[src/rtl/imem_arbiter.sv]
// Two-port arbiter for the single-ported instruction RAM: fetch (F) has priority, debug (D) may lock.
// Optional D anti-starvation is enabled by defining IMEM_ARB_FAIRNESS_EN.
module imem_arbiter #(
    parameter int MEM_DEPTH = 256,
    parameter int IDX_W     = 8,
    parameter int MAX_WAIT  = 4,
    parameter int ADDR_LEN  = 32,
    parameter int INSTR_LEN = 32
) (
    input  logic                 clk,
    input  logic                 rst,
    input  logic                 f_req,
    input  logic [ADDR_LEN-1:0]  f_addr,
    output logic                 f_gnt,
    output logic                 f_rvalid,
    output logic [INSTR_LEN-1:0] f_rdata,
    output logic                 f_err,
    input  logic                 d_req,
    input  logic                 d_we,
    input  logic                 d_lock,
    input  logic [ADDR_LEN-1:0]  d_addr,
    input  logic [INSTR_LEN-1:0] d_wdata,
    output logic                 d_gnt,
    output logic                 d_rvalid,
    output logic [INSTR_LEN-1:0] d_rdata,
    output logic                 d_err,
    output logic                 mem_en,
    output logic                 mem_we,
    output logic [IDX_W-1:0]     mem_addr,
    output logic [INSTR_LEN-1:0] mem_wdata,
    input  logic [INSTR_LEN-1:0] mem_rdata,
    output logic                 locked
);

    localparam logic [1:0] S_IDLE = 2'd0;
    localparam logic [1:0] S_F    = 2'd1;
    localparam logic [1:0] S_D    = 2'd2;
    localparam logic [1:0] S_LOCK = 2'd3;

    if (IDX_W != $clog2(MEM_DEPTH) || MAX_WAIT < 1) begin : g_bad_params
        $error("imem_arbiter: inconsistent parameters");
    end

    logic [1:0] state, state_nxt;
    logic       in_lock, fair_win;
    logic       f_bad, d_bad;
    logic       rsp_err, rsp_we;

    assign in_lock = (state == S_LOCK);
    assign locked  = in_lock;

    // Misaligned or beyond the RAM: still granted, but the access is suppressed.
    assign f_bad = (f_addr[1:0] != 2'b00) || ((f_addr >> (IDX_W + 2)) != '0);
    assign d_bad = (d_addr[1:0] != 2'b00) || ((d_addr >> (IDX_W + 2)) != '0);

`ifdef IMEM_ARB_FAIRNESS_EN
    localparam int WAIT_W = $clog2(MAX_WAIT + 1);
    logic [WAIT_W-1:0] wait_cnt;

    assign fair_win = ~in_lock & d_req & (wait_cnt == WAIT_W'(MAX_WAIT));

    always_ff @(posedge clk or posedge rst) begin
        if (rst)
            wait_cnt <= '0;
        else if (!d_req || d_gnt)
            wait_cnt <= '0;
        else if (wait_cnt != WAIT_W'(MAX_WAIT))
            wait_cnt <= wait_cnt + 1'b1;
    end
`else
    assign fair_win = 1'b0;
`endif

    assign f_gnt = ~in_lock & f_req & ~fair_win;
    assign d_gnt = in_lock ? d_req : (d_req & (~f_req | fair_win));

    assign mem_en    = (f_gnt & ~f_bad) | (d_gnt & ~d_bad);
    assign mem_we    = d_gnt & d_we & ~d_bad;
    assign mem_addr  = d_gnt ? d_addr[IDX_W+1:2] : f_addr[IDX_W+1:2];
    assign mem_wdata = d_wdata;

    always_comb begin
        state_nxt = S_IDLE;
        if (in_lock)
            state_nxt = d_lock ? S_LOCK : S_IDLE;
        else if (d_gnt && d_lock)
            state_nxt = S_LOCK;
        else if (f_gnt)
            state_nxt = S_F;
        else if (d_gnt)
            state_nxt = S_D;
    end

    always_ff @(posedge clk or posedge rst) begin
        if (rst) begin
            state    <= S_IDLE;
            f_rvalid <= 1'b0;
            d_rvalid <= 1'b0;
            rsp_err  <= 1'b0;
            rsp_we   <= 1'b0;
        end else begin
            state    <= state_nxt;
            f_rvalid <= f_gnt;
            d_rvalid <= d_gnt;
            rsp_err  <= f_gnt ? f_bad : (d_gnt & d_bad);
            rsp_we   <= d_gnt & d_we;
        end
    end

    // RAM output is only forwarded to the port that owns this response slot.
    assign f_rdata = (f_rvalid & ~rsp_err) ? mem_rdata : '0;
    assign d_rdata = (d_rvalid & ~rsp_err & ~rsp_we) ? mem_rdata : '0;
    assign f_err   = f_rvalid & rsp_err;
    assign d_err   = d_rvalid & rsp_err;

endmodule

[config.mk]
export PLATFORM = sky130hd
export DESIGN_NAME = imem_arbiter
export DESIGN_NICKNAME = d
export VERILOG_FILES = /design/src/rtl/imem_arbiter.sv
export SDC_FILE = /design/constraint.sdc
export NUM_CORES = 1
export LEC_CHECK = 0
export BUFFER_PORTS_ARGS = -buffer_cell sky130_fd_sc_hd__buf_4
export CELL_PAD_IN_SITES_DETAIL_PLACEMENT = 0
export CELL_PAD_IN_SITES_GLOBAL_PLACEMENT = 1
export CORE_ASPECT_RATIO = 1.4
export CORE_MARGIN = 5
export CORE_UTILIZATION = 12
export CTS_CLUSTER_DIAMETER = 50
export DETAILED_ROUTE_END_ITERATION = 16
export GPL_TIMING_DRIVEN = 0
export PLACE_DENSITY_LB_ADDON = 0.1
export SYNTH_ARGS = -nofsm -noshare
export SYNTH_HDL_FRONTEND = slang
export SYNTH_SLANG_ARGS = --single-unit
[constraint.sdc]
create_clock -name clk -period 1.07 [get_ports clk]
set_input_delay 0.0535 -clock clk [delete_from_list [all_inputs] [get_ports clk]]
set_output_delay 0.0535 -clock clk [all_outputs]
set_load 0.02 [all_outputs]
==> impl_metrics.tcl, run 1 <==
set metrics [dict create \
    detail-route-antenna-nets 0 \
    cts_root_buf "clkbuf_16" \
    path_cells "and2_4, nand2b_4, nand2_8, inv_8, mux2_4, buf_6" \
    p_int_uw 1740 \
    vdd_drop_max_uv 325 \
    fin_worst_skew_ps 3.23 \
    routed_via_density 3.69 \
    diodes 0 \
    netlist_area_um2 1170 \
    antenna_found_initial 0 \
    fin_ws_ps -471 \
    yosys.cell_types.count 21 \
    min_period_ps 1540 \
    worstSetupPathType "reg2out" \
    finalHoldViolCount 0 \
    cts_tree "built" \
    overflow 0 \
    ys_warn_count 0 \
    crit_fanout 6 \
    rows 42 \
    r2r-start "state[0]" \
    fmax_mhz 649 \
    drc 0 \
    cts-buffers-inserted 3 \
    dp_cells 499 \
    num_io_pins 247 \
    insertion_delay_ps 230 \
    switching_power_uw 815 \
    yosys_register_bits 6 \
    violations "negative setup slack" \
    switching_share_pct 31.9 \
    power_frac_clock_pct 24.9 \
    status "complete, but fails checks" \
    fill_cells 932 \
    wl_um 7390 \
    cts_buffer_depth 2 \
    required_ps 1020 \
    drt_iter0_drc 11 \
    total_power_uw 2560 \
    rsz0062_at_grt "yes" \
    tightest_slew_ps 285 \
    fin_crit_sh_pct 144 \
    firstDrtPassIters 3 \
    grt_pass1_vias 2166 \
    worstPathArrival_ps 1490 \
    finalWeightedCongestion 0.706 \
    netlist_instances 153 \
    synth_fp_nets 287 \
    area_growth_pct 227 \
    cp-start-kind "register" \
    cp-startpoint "state[0]" \
    hpwl_um 6340 \
    setup_viol 80 \
    hp-start "d_lock" \
    die_area_um2 11800 \
    power_density_nw_per_um2 669 \
    relSlewSlack_pct 80.9 \
    grt_pass1_wl_um 10800 \
    final_cell_count_no_fill 521 \
    yosysSeqAreaShare_pct 12.8 \
    r2r_cells 6 \
    wl_per_cell_um 14.2 \
    max_stage_delay_ps 350 \
    drive_above_1_share_pct 92.0 \
    p_leak_uw 0.00198 \
    combPwrFrac_pct 64.7 \
    power_frac_seq_pct 10.4 \
    grt_max_degree 9 \
    slew_violations 0 \
    path_clk_slew_ps 30 \
    numClockSinks 6 \
    htree_levels 1 \
    via_count 1924 \
    slowest_stage "dfrtp_1" \
    hold_path.class "in2reg" \
    endpoint_kind "output pin" \
    die_y_um 127 \
    coreArea_um2 9510 \
    nets 524 \
    port_buffers 214 \
    hold_depth 3 \
    initial_core_util_pct 12.3 \
    die_w_um 93.4 \
    grt_usage_pct 11.6 \
    timing.hold.ws_ps 36.6 \
    maxCapViolCount 0 \
    syn_avg_cell_area_um2 7.64 \
]
## cell usage after synthesis
library cell | number | area, um2
clkbuf_1 | 6 | 22.5
inv_6 | 1 | 8.76
and2_1 | 67 | 419
buf_4 | 32 | 240
a22o_1 | 1 | 8.76
nand4_1 | 2 | 12.5
and3_1 | 1 | 6.26
and2_4 | 1 | 8.76
nand2b_1 | 1 | 6.26
nand2_4 | 1 | 11.3
nor2_1 | 2 | 7.51
nand2_1 | 4 | 15.0
nor3b_2 | 1 | 12.5
o21ai_0 | 2 | 10.0
mux2_4 | 8 | 120
nand2b_4 | 1 | 13.8
dfrtp_1 | 6 | 150
nor4_1 | 12 | 75.1
inv_1 | 2 | 7.51
nor2b_1 | 1 | 6.26
o22ai_1 | 1 | 6.26
## area by class of cell
| cell class | instances | area, um2 | area share [%] |
|---|---|---|---|
| Buffer | 38 | 350 | 9.17 |
| Clock buffer | 4 | 78.8 | 2.06 |
| Inverter | 3 | 21.3 | 0.556 |
| Multi-Input combinational cell | 106 | 935 | 24.5 |
| Sequential cell | 6 | 154 | 4.03 |
| Tap cell | 132 | 165 | 4.32 |
| Timing Repair Buffer | 231 | 2110 | 55.2 |
| Timing Repair inverter | 1 | 8.76 | 0.229 |
## state kept, by name, summed over array words and instances (netlist names)
| signal | cells |
|---|---|
| d_rvalid | 1 |
| f_rvalid | 1 |
| rsp_err | 1 |
| rsp_we | 1 |
| state | 2 |
## critical path: cells and delay by family, from the launching register on
kind | cells | cell delay, ps
mux | 1 | 300
simple gates | 3 | 420
buf+inv | 2 | 180
flops | 1 | 350
## final timing paths
path / to / slack (ps)
max: mem_addr[0] / -470
min: state[1] / 40
max reg2reg: rsp_err / -90
min reg2reg: state[0] / 700
max in group asynchronous: rsp_err / 560
min in group asynchronous: d_rvalid / 300
## cell usage in the layout, fill, tap and decap left out, drive strengths merged
cell type and n:
o21ai 2, nor4 12, a22o 1, nor3b 1
clkbuf 6, mux2 8, nor2 2, nand4 2
nand2 5, o22ai 1, buf 266, dlygate4sd3 1
and2 68, inv 4, nor2b 1, nand2b 2
and3 1, dfrtp 6
## kinds of logic (layout without fill, tap and decap cells)
family          Yosys count  count (layout)  synth area share, %
simple gates             94              94                 50.9
buf+inv                  41             277                 23.9
mux                       8               8                 10.3
flops                     6               6                 12.8
compound gates            4               4                 2.14
## metrics by stage
stage                     setup slack [ps]  instance area (um2)  util [%]  TNS (ps)
after floorplan                       -149                 1300         -     -2300
after detailed placement              -332                 3070      32.3    -18620
after global placement                -282                 3070      32.3    -16310
after CTS                             -494                 3770      39.6    -28540
final                                 -471                 3820      40.2    -27490
after global routing                  -508                 3820      40.2    -30890
## power groups by stage
stage | sequential (uW) | clock (uW) | combinational [uW]
global placement | 265 | 0 | 1320
CTS | 264 | 650 | 1640
finish | 265 | 638 | 1650
floorplan | 270 | 0 | 636
detailed placement | 266 | 0 | 1330
global route | 267 | 656 | 1760
## repair_timing
item | CTS | global route
resized for setup | 131 | 18
pin swaps | 40 | 8
hold buffers | 1 | 0
setup endpoints to repair | 76 | 79
endpoints found under the hold margin | 6 | 0
buffers inserted | 8 | 2
gates cloned | 7 | 0
## metal layers
metal	vias up	wire length [um]	share of wire [%]	track usage [%]
li1	936	-	-	-
met1	845	1950	26	9.60
met2	138	4620	63	25.5
met3	5	751	10	3.20
met4	0	61	0.83	2.33
met5	-	0	0	0
No activity file was read; power rests on OpenSTA's default activity.
==> inputs of run 2 (changes only) <==
--- a/config.mk
+++ b/config.mk
@@ -5,12 +5,13 @@
 export SDC_FILE = /design/constraint.sdc
 export NUM_CORES = 1
 export LEC_CHECK = 0
+export ABC_AREA = 1
 export BUFFER_PORTS_ARGS = -buffer_cell sky130_fd_sc_hd__buf_4
 export CELL_PAD_IN_SITES_DETAIL_PLACEMENT = 0
 export CELL_PAD_IN_SITES_GLOBAL_PLACEMENT = 1
 export CORE_ASPECT_RATIO = 1.4
 export CORE_MARGIN = 5
-export CORE_UTILIZATION = 12
+export CORE_UTILIZATION = 11
 export CTS_CLUSTER_DIAMETER = 50
 export DETAILED_ROUTE_END_ITERATION = 16
 export GPL_TIMING_DRIVEN = 0
==> run 2 against run 1 <==
The run still ends with negative setup slack left. Clock power is 6.6% lower. Non-clock buffer count up 10. Sequential cell count stayed put. Critical path type unchanged. Synthesized area up 2.1%. Utilization increased by 1.0 points. Final cell count is 20% higher. Routed wire length increased by 10%. Die area grew 10%. Via count rose by 18%. Highest routed layer unchanged. Hold slack gained 3.6 ps.
==> impl_metrics.tcl, run 2 <==
set metrics [dict create \
    slowest_stage "dfrtp_1" \
    switching_share_pct 38.2 \
    netlist_area_um2 1190 \
    synth-edff-count 0 \
    wl_um 8160 \
    path_clk_slew_ps 30 \
    firstDrtPassIters 4 \
    overflow 0 \
    maxCapViolCount 0 \
    port_buffers 214 \
    switching_power_uw 1160 \
    rsz0062_at_grt "yes" \
    hold_path.class "in2reg" \
    setup_viol 82 \
    cp-start-kind "register" \
    yosys_register_bits 6 \
    place_area_um2 3060 \
    syn_avg_cell_area_um2 5.02 \
    synth_top_area_cell "nor2_1" \
    via_count 2265 \
    async_reset_ff_share_pct 100 \
    netlist_top_cells_count "nor2_1 (97), nand2_1 (43), inv_1 (38), buf_4 (35), dfrtp_1 (6)" \
    synthFlopType "dfrtp_1" \
    wl_per_cell_um 13.1 \
    worstSetupPathType "reg2out" \
    cp_common_cell "buf_6" \
    synth.top_cell.area_share_pct 30.5 \
    tns_ps -23420 \
    path_cells "inv_2, nand3b_1, buf_6, clkbuf_16, nor2_4, buf_6" \
    vdd_drop_max_uv 315 \
    slew_violations 0 \
    p_int_uw 1870 \
    cts_buffer_depth 2 \
    power_frac_clock_pct 19.7 \
    layout_common_cells "buf_4 (170), buf_6 (92), nor2_4 (65), inv_1 (36), nor2_1 (31)" \
    finalWeightedCongestion 0.782 \
    rows 45 \
    required_ps 1020 \
    tightest_slew_ps 224 \
    fin_crit_sh_pct 133 \
    grt_usage_pct 10.7 \
    drt_iter0_drc 15 \
    yosysSeqAreaShare_pct 12.6 \
    drc 0 \
    final_util_pct 41.2 \
    worstPathArrival_ps 1360 \
    synth_fp_nets 372 \
    violations "negative setup slack" \
    synth.top_cells.by_area "nor2_1 (31%), buf_4 (22%), nand2_1 (14%)" \
    max_stage_delay_ps 390 \
    final_common_cell "buf_4" \
    p_leak_uw 0.00226 \
    relSlewSlack_pct 85.0 \
    fin_ws_ps -348 \
    nets 618 \
    critPathTopFamily "buffers and inverters" \
    finalHoldViolCount 0 \
    yosysMostFrequentCell "nor2_1" \
    cts_root_buf "clkbuf_16" \
    regMostFlops "state" \
    diodes 0 \
    grt_max_degree 11 \
    power_density_nw_per_um2 684 \
    power_frac_seq_pct 8.9 \
    endpoint_kind "output pin" \
    total_power_uw 3030 \
    ys_warn_count 0 \
    routed_via_density 3.64 \
    min_period_ps 1420 \
    status "complete, but fails checks" \
    combPwrFrac_pct 71.5 \
    grt_pass1_vias 2371 \
    die_y_um 133 \
    die_w_um 98.0 \
    yosys.cell_types.count 14 \
    insertion_delay_ps 230 \
    postLayoutCellArea_um2 4430 \
    antenna_found_initial 0 \
    cts-buffers-inserted 3 \
    area_growth_pct 271 \
    netlist_instances 238 \
    htree_levels 1 \
    detail-route-antenna-nets 0 \
    grt_pass1_wl_um 11500 \
    crit_fanout 8 \
    numClockSinks 6 \
    cts_tree "built" \
    hpwl_um 6490 \
    num_io_pins 247 \
    drive_above_1_share_pct 78.6 \
    die_area_um2 13100 \
    fmax_mhz 705 \
    largest_reg_flops 2 \
    fin_worst_skew_ps 0.204 \
    initial_core_util_pct 11.1 \
    crit_buf_inv 4 \
    coreArea_um2 10800 \
]
run 2: cell types whose count changed in the layout (fill, tap and decap cells not counted), moves of 6 or more:
cell / change
buf_12: +8
nand2_2: +18
nand2_4: +6
buf_6: +8
nor4_1: -12
buf_8: -8
nor2_4: +65
nor2_1: +29
mux2_4: -8
inv_1: +35
and2_4: -68
nand2_1: +19
run 2: final cells by class:
cell class              instances  area (um2)
well taps                     141         176
clock buffers                   3        75.1
repair buffers                240        2290
multi-input cells             153        1200
fillers                      1121        6320
flip-flops and latches          6         151
repair inverters                1        6.26
plain buffers                  39         375
inverters                      40         160
run 2: worst paths after layout:
kind	start	to	slack, ps	cells after the start
worst max-delay path	rsp_err	d_rdata[29]	-350	6
worst min-delay path	d_lock	state[1]	40	3
worst max register to register	state[0]	state[0]	-190	7
worst min register to register	state[1]	state[1]	690	4
max in group asynchronous	rst	f_rvalid	560	3
min in group asynchronous	rst	d_rvalid	310	3
run 2: per-layer routing:
layer  GRT usage (%)  wire length, um  up-vias
met5               0                0        -
met4           0.924               30        0
met3            2.62              588        3
met2            23.5             5230      109
met1            9.68             2300     1011
li1                -                -     1142
run 2: kinds of logic after synthesis:
family / Yosys count / share of synthesized area [%]
buffers and inverters: 79 / 37.0
AND/OR/NAND/NOR: 151 / 49.6
flip-flops: 6 / 12.6
AO/OA/AOI/OAI: 2 / 0.839
run 2: timing repair:
action                                  4_1_cts  5_1_grt
pin swaps                                    11       16
hold endpoints to repair                      6        0
endpoints found under the setup margin       77       85
resized for setup                           168       89
cloned                                        3        4
setup buffers                                17        5
hold buffers                                  1        0
run 2: power by group through the flow:
| stage | registers (uW) | logic [uW] | clock network, uW |
|---|---|---|---|
| 4_1_cts | 268 | 1950 | 610 |
| 6_report | 269 | 2170 | 596 |
| 3_5_place_dp | 269 | 1440 | 0 |
| 2_1_floorplan | 271 | 700 | 0 |
| 5_1_grt | 271 | 2290 | 617 |
| 3_3_place_gp | 267 | 1440 | 0 |
run 2: worst register-to-register path: cells and delay by family, from the launching register on:
family / cells / cell delay (ps)
DFF: 1 / 360
buffers and inverters: 4 / 400
and+or+nand+nor: 1 / 120
AOI/OAI and AO/OA: 2 / 240
run 2: through the flow:
stage / hold slack (ps) / cells / worst slack [ps]
after global routing: 50.2 / 623 / -414
after floorplan: -156 / 238 / -81.8
after detailed placement: -13.9 / 593 / -227
after global placement: -18.2 / 593 / -175
final: 40.2 / 623 / -348
after CTS: 41.1 / 617 / -354
